File: config.mk
export PLATFORM = sky130hd
export DESIGN_NAME = fpu_apu_arbiter
export DESIGN_NICKNAME = d
export VERILOG_FILES = /design/src/rtl/fpu_arb_pkg.sv /design/src/rtl/fpu_arb_owner_fifo.sv /design/src/rtl/fpu_apu_arbiter.sv
export SDC_FILE = /design/constraint.sdc
export NUM_CORES = 1
export LEC_CHECK = 0
export CORE_AREA = 10 10 159 161
export CTS_BUF_LIST = sky130_fd_sc_hd__clkbuf_4 sky130_fd_sc_hd__clkbuf_8
export DETAILED_ROUTE_END_ITERATION = 7
export DIE_AREA = 0 0 169 171
export DONT_BUFFER_PORTS = 1
export PLACE_DENSITY = 0.3
export SETUP_SLACK_MARGIN = 0.3
export SLEW_MARGIN = 10
export SYNTH_ARGS = -nofsm -noshare
export SYNTH_HDL_FRONTEND = slang
export SYNTH_SLANG_ARGS = --single-unit
File: constraint.sdc
create_clock -name clk_i -period 4.5 [get_ports clk_i]
set_input_delay 0.45 -clock clk_i [delete_from_list [all_inputs] [get_ports clk_i]]
set_output_delay 0.45 -clock clk_i [all_outputs]
set_load 0.1 [all_outputs]
File: src/rtl/fpu_arb_pkg.sv
// Shared types and constants for the FPU/APU arbiter.
package fpu_arb_pkg;
  localparam int OP_W     = 6;
  localparam int FLAGS_W  = 11;
  localparam int NUM_OPS  = 3;
  localparam int RFLAGS_W = 5;
  localparam int DATA_W   = 32;

  localparam logic [DATA_W-1:0]   CANON_NAN = 32'h7FC00000;
  localparam logic [RFLAGS_W-1:0] FLAG_NV   = 5'b10000;

  typedef struct packed {
    logic [NUM_OPS*DATA_W-1:0] operands;
    logic [OP_W-1:0]           op;
    logic [FLAGS_W-1:0]        flags;
  } fpu_req_t;

  typedef enum logic [1:0] {
    ARB_IDLE,
    ARB_ACTIVE,
    ARB_FULL
  } arb_state_e;
endpackage

File: src/rtl/fpu_arb_owner_fifo.sv
// In-order owner FIFO: remembers which requester issued each in-flight FPU op.
module fpu_arb_owner_fifo #(
  parameter int DEPTH = 2,
  parameter int W     = 1
) (
  input  logic                     clk_i,
  input  logic                     rst_i,
  input  logic                     push,
  input  logic                     pop,
  input  logic [W-1:0]             wdata,
  output logic [W-1:0]             rdata,
  output logic                     full,
  output logic                     empty,
  output logic [$clog2(DEPTH):0]   count
);
  localparam int AW = $clog2(DEPTH);

  logic [DEPTH-1:0][W-1:0] mem_q;
  logic [AW-1:0]           wr_q, rd_q;
  logic                    push_ok, pop_ok;

  assign full    = (count == (AW+1)'(DEPTH));
  assign empty   = (count == '0);
  assign push_ok = push & ~full;
  assign pop_ok  = pop & ~empty;
  assign rdata   = mem_q[rd_q];

  always_ff @(posedge clk_i) begin
    if (push_ok) mem_q[wr_q] <= wdata;
  end

  always_ff @(posedge clk_i) begin
    if (rst_i) begin
      wr_q  <= '0;
      rd_q  <= '0;
      count <= '0;
    end else begin
      if (push_ok) wr_q <= wr_q + 1'b1;
      if (pop_ok)  rd_q <= rd_q + 1'b1;
      case ({push_ok, pop_ok})
        2'b10:   count <= count + 1'b1;
        2'b01:   count <= count - 1'b1;
        default: ;
      endcase
    end
  end
endmodule

File: src/rtl/fpu_apu_arbiter.sv
// Round-robin arbiter sharing one FPU between NUM_REQ APU requesters, routing
// in-order responses back by owner. Optional watchdog: define FPU_ARB_WDOG_EN.
module fpu_apu_arbiter import fpu_arb_pkg::*; #(
  parameter int NUM_REQ     = 2,
  parameter int MAX_OUTST   = 2,
  parameter int WDOG_CYCLES = 64
) (
  input  logic                                   clk_i,
  input  logic                                   rst_i,
  input  logic [NUM_REQ-1:0]                     req_i,
  output logic [NUM_REQ-1:0]                     gnt_o,
  input  logic [NUM_REQ-1:0][NUM_OPS*DATA_W-1:0] operands_i,
  input  logic [NUM_REQ-1:0][OP_W-1:0]           op_i,
  input  logic [NUM_REQ-1:0][FLAGS_W-1:0]        flags_i,
  output logic [NUM_REQ-1:0]                     rvalid_o,
  output logic [DATA_W-1:0]                      rdata_o,
  output logic [RFLAGS_W-1:0]                    rflags_o,
  output logic                                   fpu_req_o,
  input  logic                                   fpu_gnt_i,
  output logic [NUM_OPS*DATA_W-1:0]              fpu_operands_o,
  output logic [OP_W-1:0]                        fpu_op_o,
  output logic [FLAGS_W-1:0]                     fpu_flags_o,
  input  logic                                   fpu_rvalid_i,
  input  logic [DATA_W-1:0]                      fpu_rdata_i,
  input  logic [RFLAGS_W-1:0]                    fpu_rflags_i,
  output logic                                   busy_o,
  output logic                                   spurious_o,
  output logic                                   wdog_err_o
);
  localparam int IW = $clog2(NUM_REQ);
  localparam int CW = $clog2(MAX_OUTST) + 1;

  logic [IW-1:0]              rr_q, sel, head;
  logic [CW-1:0]              count, cnt_nxt;
  logic                       any_req, fifo_full, fifo_empty, has_owner;
  logic                       grant, pop, rsp_real, wdog_fire;
  arb_state_e                 state_q, state_d;
  fpu_req_t [NUM_REQ-1:0]     req_pl;
  fpu_req_t                   sel_pl;

  for (genvar g = 0; g < NUM_REQ; g++) begin : g_pl
    assign req_pl[g] = {operands_i[g], op_i[g], flags_i[g]};
  end

  // Walk downward so the requester closest to rr_q is the last (winning) hit.
  always_comb begin
    sel     = rr_q;
    any_req = 1'b0;
    for (int i = NUM_REQ-1; i >= 0; i--) begin
      int idx;
      idx = int'(rr_q) + i;
      if (idx >= NUM_REQ) idx = idx - NUM_REQ;
      if (req_i[idx]) begin
        sel     = IW'(idx);
        any_req = 1'b1;
      end
    end
  end

  assign sel_pl         = req_pl[sel];
  assign fpu_operands_o = sel_pl.operands;
  assign fpu_op_o       = sel_pl.op;
  assign fpu_flags_o    = sel_pl.flags;

  assign has_owner = ~fifo_empty;
  assign fpu_req_o = ~rst_i & any_req & ~fifo_full;
  assign grant     = fpu_req_o & fpu_gnt_i;
  assign rsp_real  = has_owner & fpu_rvalid_i;
  assign pop       = ~rst_i & (rsp_real | wdog_fire);

  for (genvar g = 0; g < NUM_REQ; g++) begin : g_port
    assign gnt_o[g]    = grant & (sel == IW'(g));
    assign rvalid_o[g] = pop & (head == IW'(g));
  end

  always_comb begin
    rdata_o  = '0;
    rflags_o = '0;
    if (!rst_i && rsp_real) begin
      rdata_o  = fpu_rdata_i;
      rflags_o = fpu_rflags_i;
    end else if (!rst_i && wdog_fire) begin
      rdata_o  = CANON_NAN;
      rflags_o = FLAG_NV;
    end
  end

  assign spurious_o = ~rst_i & fpu_rvalid_i & fifo_empty;
  assign busy_o     = ~rst_i & (state_q != ARB_IDLE);

  fpu_arb_owner_fifo #(
    .DEPTH (MAX_OUTST),
    .W     (IW)
  ) u_owner_fifo (
    .clk_i (clk_i),
    .rst_i (rst_i),
    .push  (grant),
    .pop   (pop),
    .wdata (sel),
    .rdata (head),
    .full  (fifo_full),
    .empty (fifo_empty),
    .count (count)
  );

  always_ff @(posedge clk_i) begin
    if (rst_i)      rr_q <= '0;
    else if (grant) rr_q <= (sel == IW'(NUM_REQ-1)) ? '0 : sel + 1'b1;
  end

  always_ff @(posedge clk_i) begin
    if (rst_i) state_q <= ARB_IDLE;
    else       state_q <= state_d;
  end

  always_comb begin
    cnt_nxt = count;
    if (grant && !pop)      cnt_nxt = count + 1'b1;
    else if (pop && !grant) cnt_nxt = count - 1'b1;
    state_d = ARB_ACTIVE;
    if (cnt_nxt == '0)                  state_d = ARB_IDLE;
    else if (cnt_nxt == CW'(MAX_OUTST)) state_d = ARB_FULL;
  end

`ifdef FPU_ARB_WDOG_EN
  localparam int WW = $clog2(WDOG_CYCLES + 1);

  logic [WW-1:0] wdog_cnt_q;
  logic          wdog_err_q;

  // Fires on the WDOG_CYCLES-th consecutive silent cycle; a real response wins.
  assign wdog_fire  = has_owner & ~fpu_rvalid_i & (wdog_cnt_q == WW'(WDOG_CYCLES-1));
  assign wdog_err_o = ~rst_i & (wdog_err_q | wdog_fire);

  always_ff @(posedge clk_i) begin
    if (rst_i) begin
      wdog_cnt_q <= '0;
      wdog_err_q <= 1'b0;
    end else begin
      if (fpu_rvalid_i || !has_owner || wdog_fire) wdog_cnt_q <= '0;
      else                                         wdog_cnt_q <= wdog_cnt_q + 1'b1;
      if (wdog_fire) wdog_err_q <= 1'b1;
    end
  end
`else
  logic wdog_unused;
  assign wdog_unused = ^WDOG_CYCLES;
  assign wdog_fire   = 1'b0;
  assign wdog_err_o  = 1'b0;
`endif
endmodule
# After elaboration in Yosys (flattened, before gate mapping)
# Index checks and enable logic that the tools add are counted.
# classes
addsub	8
multipliers	0
div_mod_pow	0
order_cmp	8
eq_ne	4
shift	0
muxes	26
bitwise_logic	19
n_reduce_logical	12
# ops
operator	n
2-to-1 mux 113 bit	2
2-to-1 mux 32 bit	3
< comparator 32 x 3 -> 1 bit, second input constant	2
bitwise AND 1 bit	14
2-to-1 mux 1 bit	14
== test 2 bit, second input constant	3
< comparator 1 x 2 -> 1 bit, second input constant	3
2-to-1 mux 2 bit	3
2-to-1 mux 5 bit	1
inverter 1 bit	5
logical AND 1 bit	4
logical NOT 2 bit	2
case mux 2 bit (2 select lines)	1
nonzero test 2 bit	2
adder 1 bit, second input constant	3
logical NOT 1 bit	3
subtractor 1 x 2 -> 3 bit, second input constant	1
subtractor 2 x 2 -> 3 bit, second input constant	1
adder 1 x 1 -> 2 bit, second input constant	1
adder 2 x 1 -> 2 bit, second input constant	1
bitwise mux 2 bit	1
== test 2 x 1 -> 1 bit, second input constant	1
>= comparator 1 x 2 -> 1 bit, second input constant	1
>= comparator 2 bit, second input constant	1
other kinds (4)	4
# totals
register_bits	9
latch_bits	0
ram_bits	0
rom_bits	0
in_bits	269
output_inout_bits	158
mem_count	0

# Logic depth before layout (Yosys ltp)
# depth
word_depth	17
ltp_mapped	11
ltp_nobuf	9

# Cells and area by module
# Synthesis repeated with hierarchy kept, for this count alone.
# hier_totals
hier_cells	226
area_unflattened_um2	2148.3
# by_module_without_submodules
mod	n_inst	cells_each	area_each_um2	seq_area_each_um2
fpu_apu_arbiter	1	199	1876.8	60.1
fpu_arb_owner_fifo	1	27	271.5	140.1

# Worst setup path after synthesis
# No wires, ideal clock.
# synth_path
kind	reg-to-output
startpoint	register u_owner_fifo.count[0]
endpoint	output port fpu_req_o
t_arrival_ps	2873
setup_slack_ps	1177
path_stages_with_launch	5
path_cell_list	dfxtp_1 clkbuf_1 inv_1 ha_1 nor3_1
# synth_via
elab_chain_len	3
# synth_rtl
element	line_no	text
start: declaration	fpu_arb_owner_fifo.sv:14	output logic [$clog2(DEPTH):0] count
start signal: assignment	fpu_arb_owner_fifo.sv:41	2'b10: count <= count + 1'b1;
start signal: assignment	fpu_arb_owner_fifo.sv:42	2'b01: count <= count - 1'b1;
== test 2 bit	fpu_arb_owner_fifo.sv:22	assign full = (count == (AW+1)'(DEPTH));
inverter 1 bit	fpu_apu_arbiter.sv:66	assign fpu_req_o = ~rst_i & any_req & ~fifo_full;
bitwise AND 1 bit	fpu_apu_arbiter.sv:66	
end: declaration	fpu_apu_arbiter.sv:18	output logic fpu_req_o,
# Every way passes these cells.

# Worst setup path in the final report
# layout_path
startpoint	register u_owner_fifo.count[0]
endpoint	output port rdata_o[17]
# layout_via
elab_chain_len	5
# layout_rtl
element	line_no	text
logical NOT 2 bit	fpu_arb_owner_fifo.sv:23	assign empty = (count == '0);
inverter 1 bit	fpu_apu_arbiter.sv:65	assign has_owner = ~fifo_empty;
bitwise AND 1 bit	fpu_apu_arbiter.sv:68	assign rsp_real = has_owner & fpu_rvalid_i;
logical AND 1 bit	fpu_apu_arbiter.sv:79	if (!rst_i && rsp_real) begin
2-to-1 mux 32 bit	fpu_apu_arbiter.sv:79	
end: declaration	fpu_apu_arbiter.sv:16	output logic [DATA_W-1:0] rdata_o,
# Every way passes these cells.

==> run summary <==
The run finished with clean final reports. Vias per cell: 3.715. The initial antenna violation count was 7. The worst register-to-register path begins at rr_q. Averaged over all synthesized cells, the footprint is 10.13 um^2. Summed over all instances, the cell type with the most area after synthesis is sky130_fd_sc_hd__mux2_2.

The worst setup path is captured at an output pin. The count of cells in the finished layout, fillers not included, comes to 505. In this run the remaining antenna-violating nets after routing total 0. Startpoint class of the critical path: a register. Data on the critical path is required at its endpoint by 4050 ps. The count of clock tree sinks came out at 9.

Final weighted congestion in routability-driven placement: 0.7732. The final period utilization came out at 0.7033. The run gives 0.06869 as the overall global routing resource usage.

Setup repair after global routing left no endpoint under its margin. In this run the worst hold path is classified as in -> reg. The tools report the headroom to the max-slew limit as 0.2478. After detailed routing, the met2 layer carries 6.250 mm of wire. The total area inside the core boundary comes to 22230 um^2. The logs give 2.098 mm for the detailed-routed wire length on met3 and 0 for the global-route congestion overflow total.

The number of gates resized after CTS was 0. In this run the top signal layer used is met5. Static timing analysis puts the maximum clock frequency at 0.3160 GHz. In this run, CTS created clock tree buffers numbering 3. The half-perimeter wire length after detailed placement came out at 11.67 mm.

The share of the synthesized area in the top cell type was 0.3590; the count of distinct cell types in the synthesized netlist was 28. The tree is rooted in a sky130_fd_sc_hd__clkbuf_8. The count of pins on the block boundary was 427.

After detailed routing, the total wire length is 12.50 mm. The later pin in the worst-skew pair is clocked with a latency of 230 ps. The final core utilization was 0.1187; the fraction of the yosys area taken by sequential cells was 0.08743.

Timing startpoint of the critical path: u_owner_fifo.count[0]. The worst hold path begins at rst_i. The logs give 2125 for the number of global-route vias before repair and 0 for the warning count from the yosys run.

The final setup violation count was 0; the die extent in x was 169 um. For the met1 routed wirelength after detailed routing, the log shows 4.044 mm. The vertical die dimension works out to 171 um. The path type of the worst setup path was reg -> out.

The wire length per cell after detailed routing is 24.75 um, and the aggregate negative setup slack is 0 ps. The number of setup buffers added after CTS is 0. The number of design-rule violations left by the first detailed-router iteration was 44; the transition time of the tightest slew-check pin was 1128 ps.

The die covers 28900 um^2. The first global-routing pass estimated 15.56 mm of wire. The run gives 2290 um^2 as the mapped cell area. The post-layout net count was 486; the largest fanout on the critical path was 41. The tools report the quantity of hold-fixing buffers added after cts as 0. In this run the static leakage power is 0.0009647 uW. Fraction of final layout cells sized beyond drive strength 1: 0.6009.

The smallest clock period supported by the final layout is computed as 3165 ps. The tools report the maximum number of pins on one net before global-route repair as 62. The peak supply drop was 0.1627 mV. The H-tree level count is 1.

The library cells used most frequently in the layout, excluding fill and tap cells, are 73 x sky130_fd_sc_hd__mux2_2, 40 x sky130_fd_sc_hd__mux2_4, 40 x sky130_fd_sc_hd__and2_1, 10 x sky130_fd_sc_hd__nor2_1, 7 x sky130_fd_sc_hd__dfxtp_1. The clock transition at the registers of the reported paths is 50 ps. The count of final max-slew check failures was 0; the deepest clock path buffer count was 2. The setup skew after layout came out at 3.242 ps.

For this run, design rule violations remaining after detail routing come to 0. Sorting the synthesized cells by area gives the leading types as sky130_fd_sc_hd__mux2_2 36%, sky130_fd_sc_hd__mux2_4 26%, sky130_fd_sc_hd__and2_1 11%, sky130_fd_sc_hd__dfxtp_1 6.1%, sky130_fd_sc_hd__buf_6 3.0%. The count of buffers added on input and output ports is 0. TritonCTS built the clock tree.

Effective utilization at floorplan: 0.1030. In this run the core area contains 55 standard-cell rows. Most frequent standard cell in the layout excluding fill and tap cells: sky130_fd_sc_hd__mux2_2. The routed layout has 1876 vias. Number of hold-slack violations in the final timing report: 0.

For this design the ratio of total power to cell area is 534.7 nW/um^2. Synthesis inferred 9 register bits. The number of nets handed over by synthesis was 498. Relative to the synthesized area, the layout overhead comes to 15.25%. Across the run, the number of max-cap violations was 0. Counting every instance in the synthesized netlist gives 226. For this run, the detailed router's first-pass iteration total came to 4. STA puts the critical path data arrival time at 2710 ps. In this run, placement finished with an instance count of 494.
[synthesized netlist by cell type]
cell type,n
sky130_fd_sc_hd__a211o_1,1
sky130_fd_sc_hd__a211oi_1,1
sky130_fd_sc_hd__and2_1,40
sky130_fd_sc_hd__and3b_1,2
sky130_fd_sc_hd__buf_2,9
sky130_fd_sc_hd__buf_4,1
sky130_fd_sc_hd__buf_6,6
sky130_fd_sc_hd__clkbuf_1,5
sky130_fd_sc_hd__clkinv_1,1
sky130_fd_sc_hd__conb_1,1
sky130_fd_sc_hd__dfxtp_1,7
sky130_fd_sc_hd__edfxtp_1,2
sky130_fd_sc_hd__ha_1,3
sky130_fd_sc_hd__inv_1,3
sky130_fd_sc_hd__inv_2,1
sky130_fd_sc_hd__maj3_2,1
sky130_fd_sc_hd__mux2_2,73
sky130_fd_sc_hd__mux2_4,40
sky130_fd_sc_hd__mux2i_1,2
sky130_fd_sc_hd__nand3_1,1
sky130_fd_sc_hd__nor2_1,13
sky130_fd_sc_hd__nor2b_1,1
sky130_fd_sc_hd__nor3_1,2
sky130_fd_sc_hd__nor4_1,2
sky130_fd_sc_hd__or3_1,1
sky130_fd_sc_hd__or3b_4,1
sky130_fd_sc_hd__xnor2_1,4
sky130_fd_sc_hd__xor2_1,2
[cell type report]
type,instances,area (um^2)
fill,2491,19590
antenna,7,17.52
clock buffer,4,48.80
inverter,5,18.77
tap,285,356.6
multi-input combinational,191,1947
sequential,9,200.2
timing repair buffer,4,50.05
[state kept, by name, indices dropped and copies added, names as in the netlist]
register / cells
u_owner_fifo.count: 2
u_owner_fifo.mem_q: 2
state_q: 2
u_owner_fifo.rd_q: 1
rr_q: 1
u_owner_fifo.wr_q: 1
[power by group]
group / total, uW / switching, uW / internal [uW]
Combinational: 1210 / 1030 / 176
Clock: 100 / 32.2 / 67.8
Sequential: 101 / 8.06 / 93.4
Total: 1410 / 1070 / 337
[worst max-delay path, stage by stage, from the launching register on]
cell and delay, ps:
sky130_fd_sc_hd__dfxtp_1 440, sky130_fd_sc_hd__inv_1 120, sky130_fd_sc_hd__ha_1 240, sky130_fd_sc_hd__or3b_4 440, sky130_fd_sc_hd__inv_2 360, sky130_fd_sc_hd__and2_1 860
[stage by stage]
step           power, uW  worst slack, ps  hold slack, ps  cell area [um^2]
2_1_floorplan       1267             1177           473.5              2290
3_3_place_gp        1321             1593           521.0              2572
3_5_place_dp        1320             1553           527.1              2572
4_1_cts             1424             1305           279.9              2621
5_1_grt             1449             1161           272.2              2639
6_report            1411             1335           286.5              2639
[final timing paths]
kind | cells after the start | to | slack, ps
min reg2reg | 2 | u_owner_fifo.wr_q | 540
max reg2reg | 3 | rr_q | 1980
min | 1 | u_owner_fifo.count[0] | 290
max | 5 | rdata_o[17] | 1340
[metal layers]
metal  GRT usage  vias up
met5     0.01625        -
met4    0.008255        2
met3     0.05208        6
met2      0.1188      271
met1     0.06449      824
li1            -      773
[cells by family after synthesis]
| family | share of synthesized area |
|---|---|
| adders and majority gates | 0.02131 |
| xor gates and xnor gates | 0.02295 |
| buffers and inverters | 0.06885 |
| and+or+nand+nor | 0.1607 |
| AOI/OAI and AO/OA | 0.007106 |
| DFF | 0.08743 |
| other | 0.001638 |
| muxes | 0.6301 |
Power figures use the tool's default switching activity.
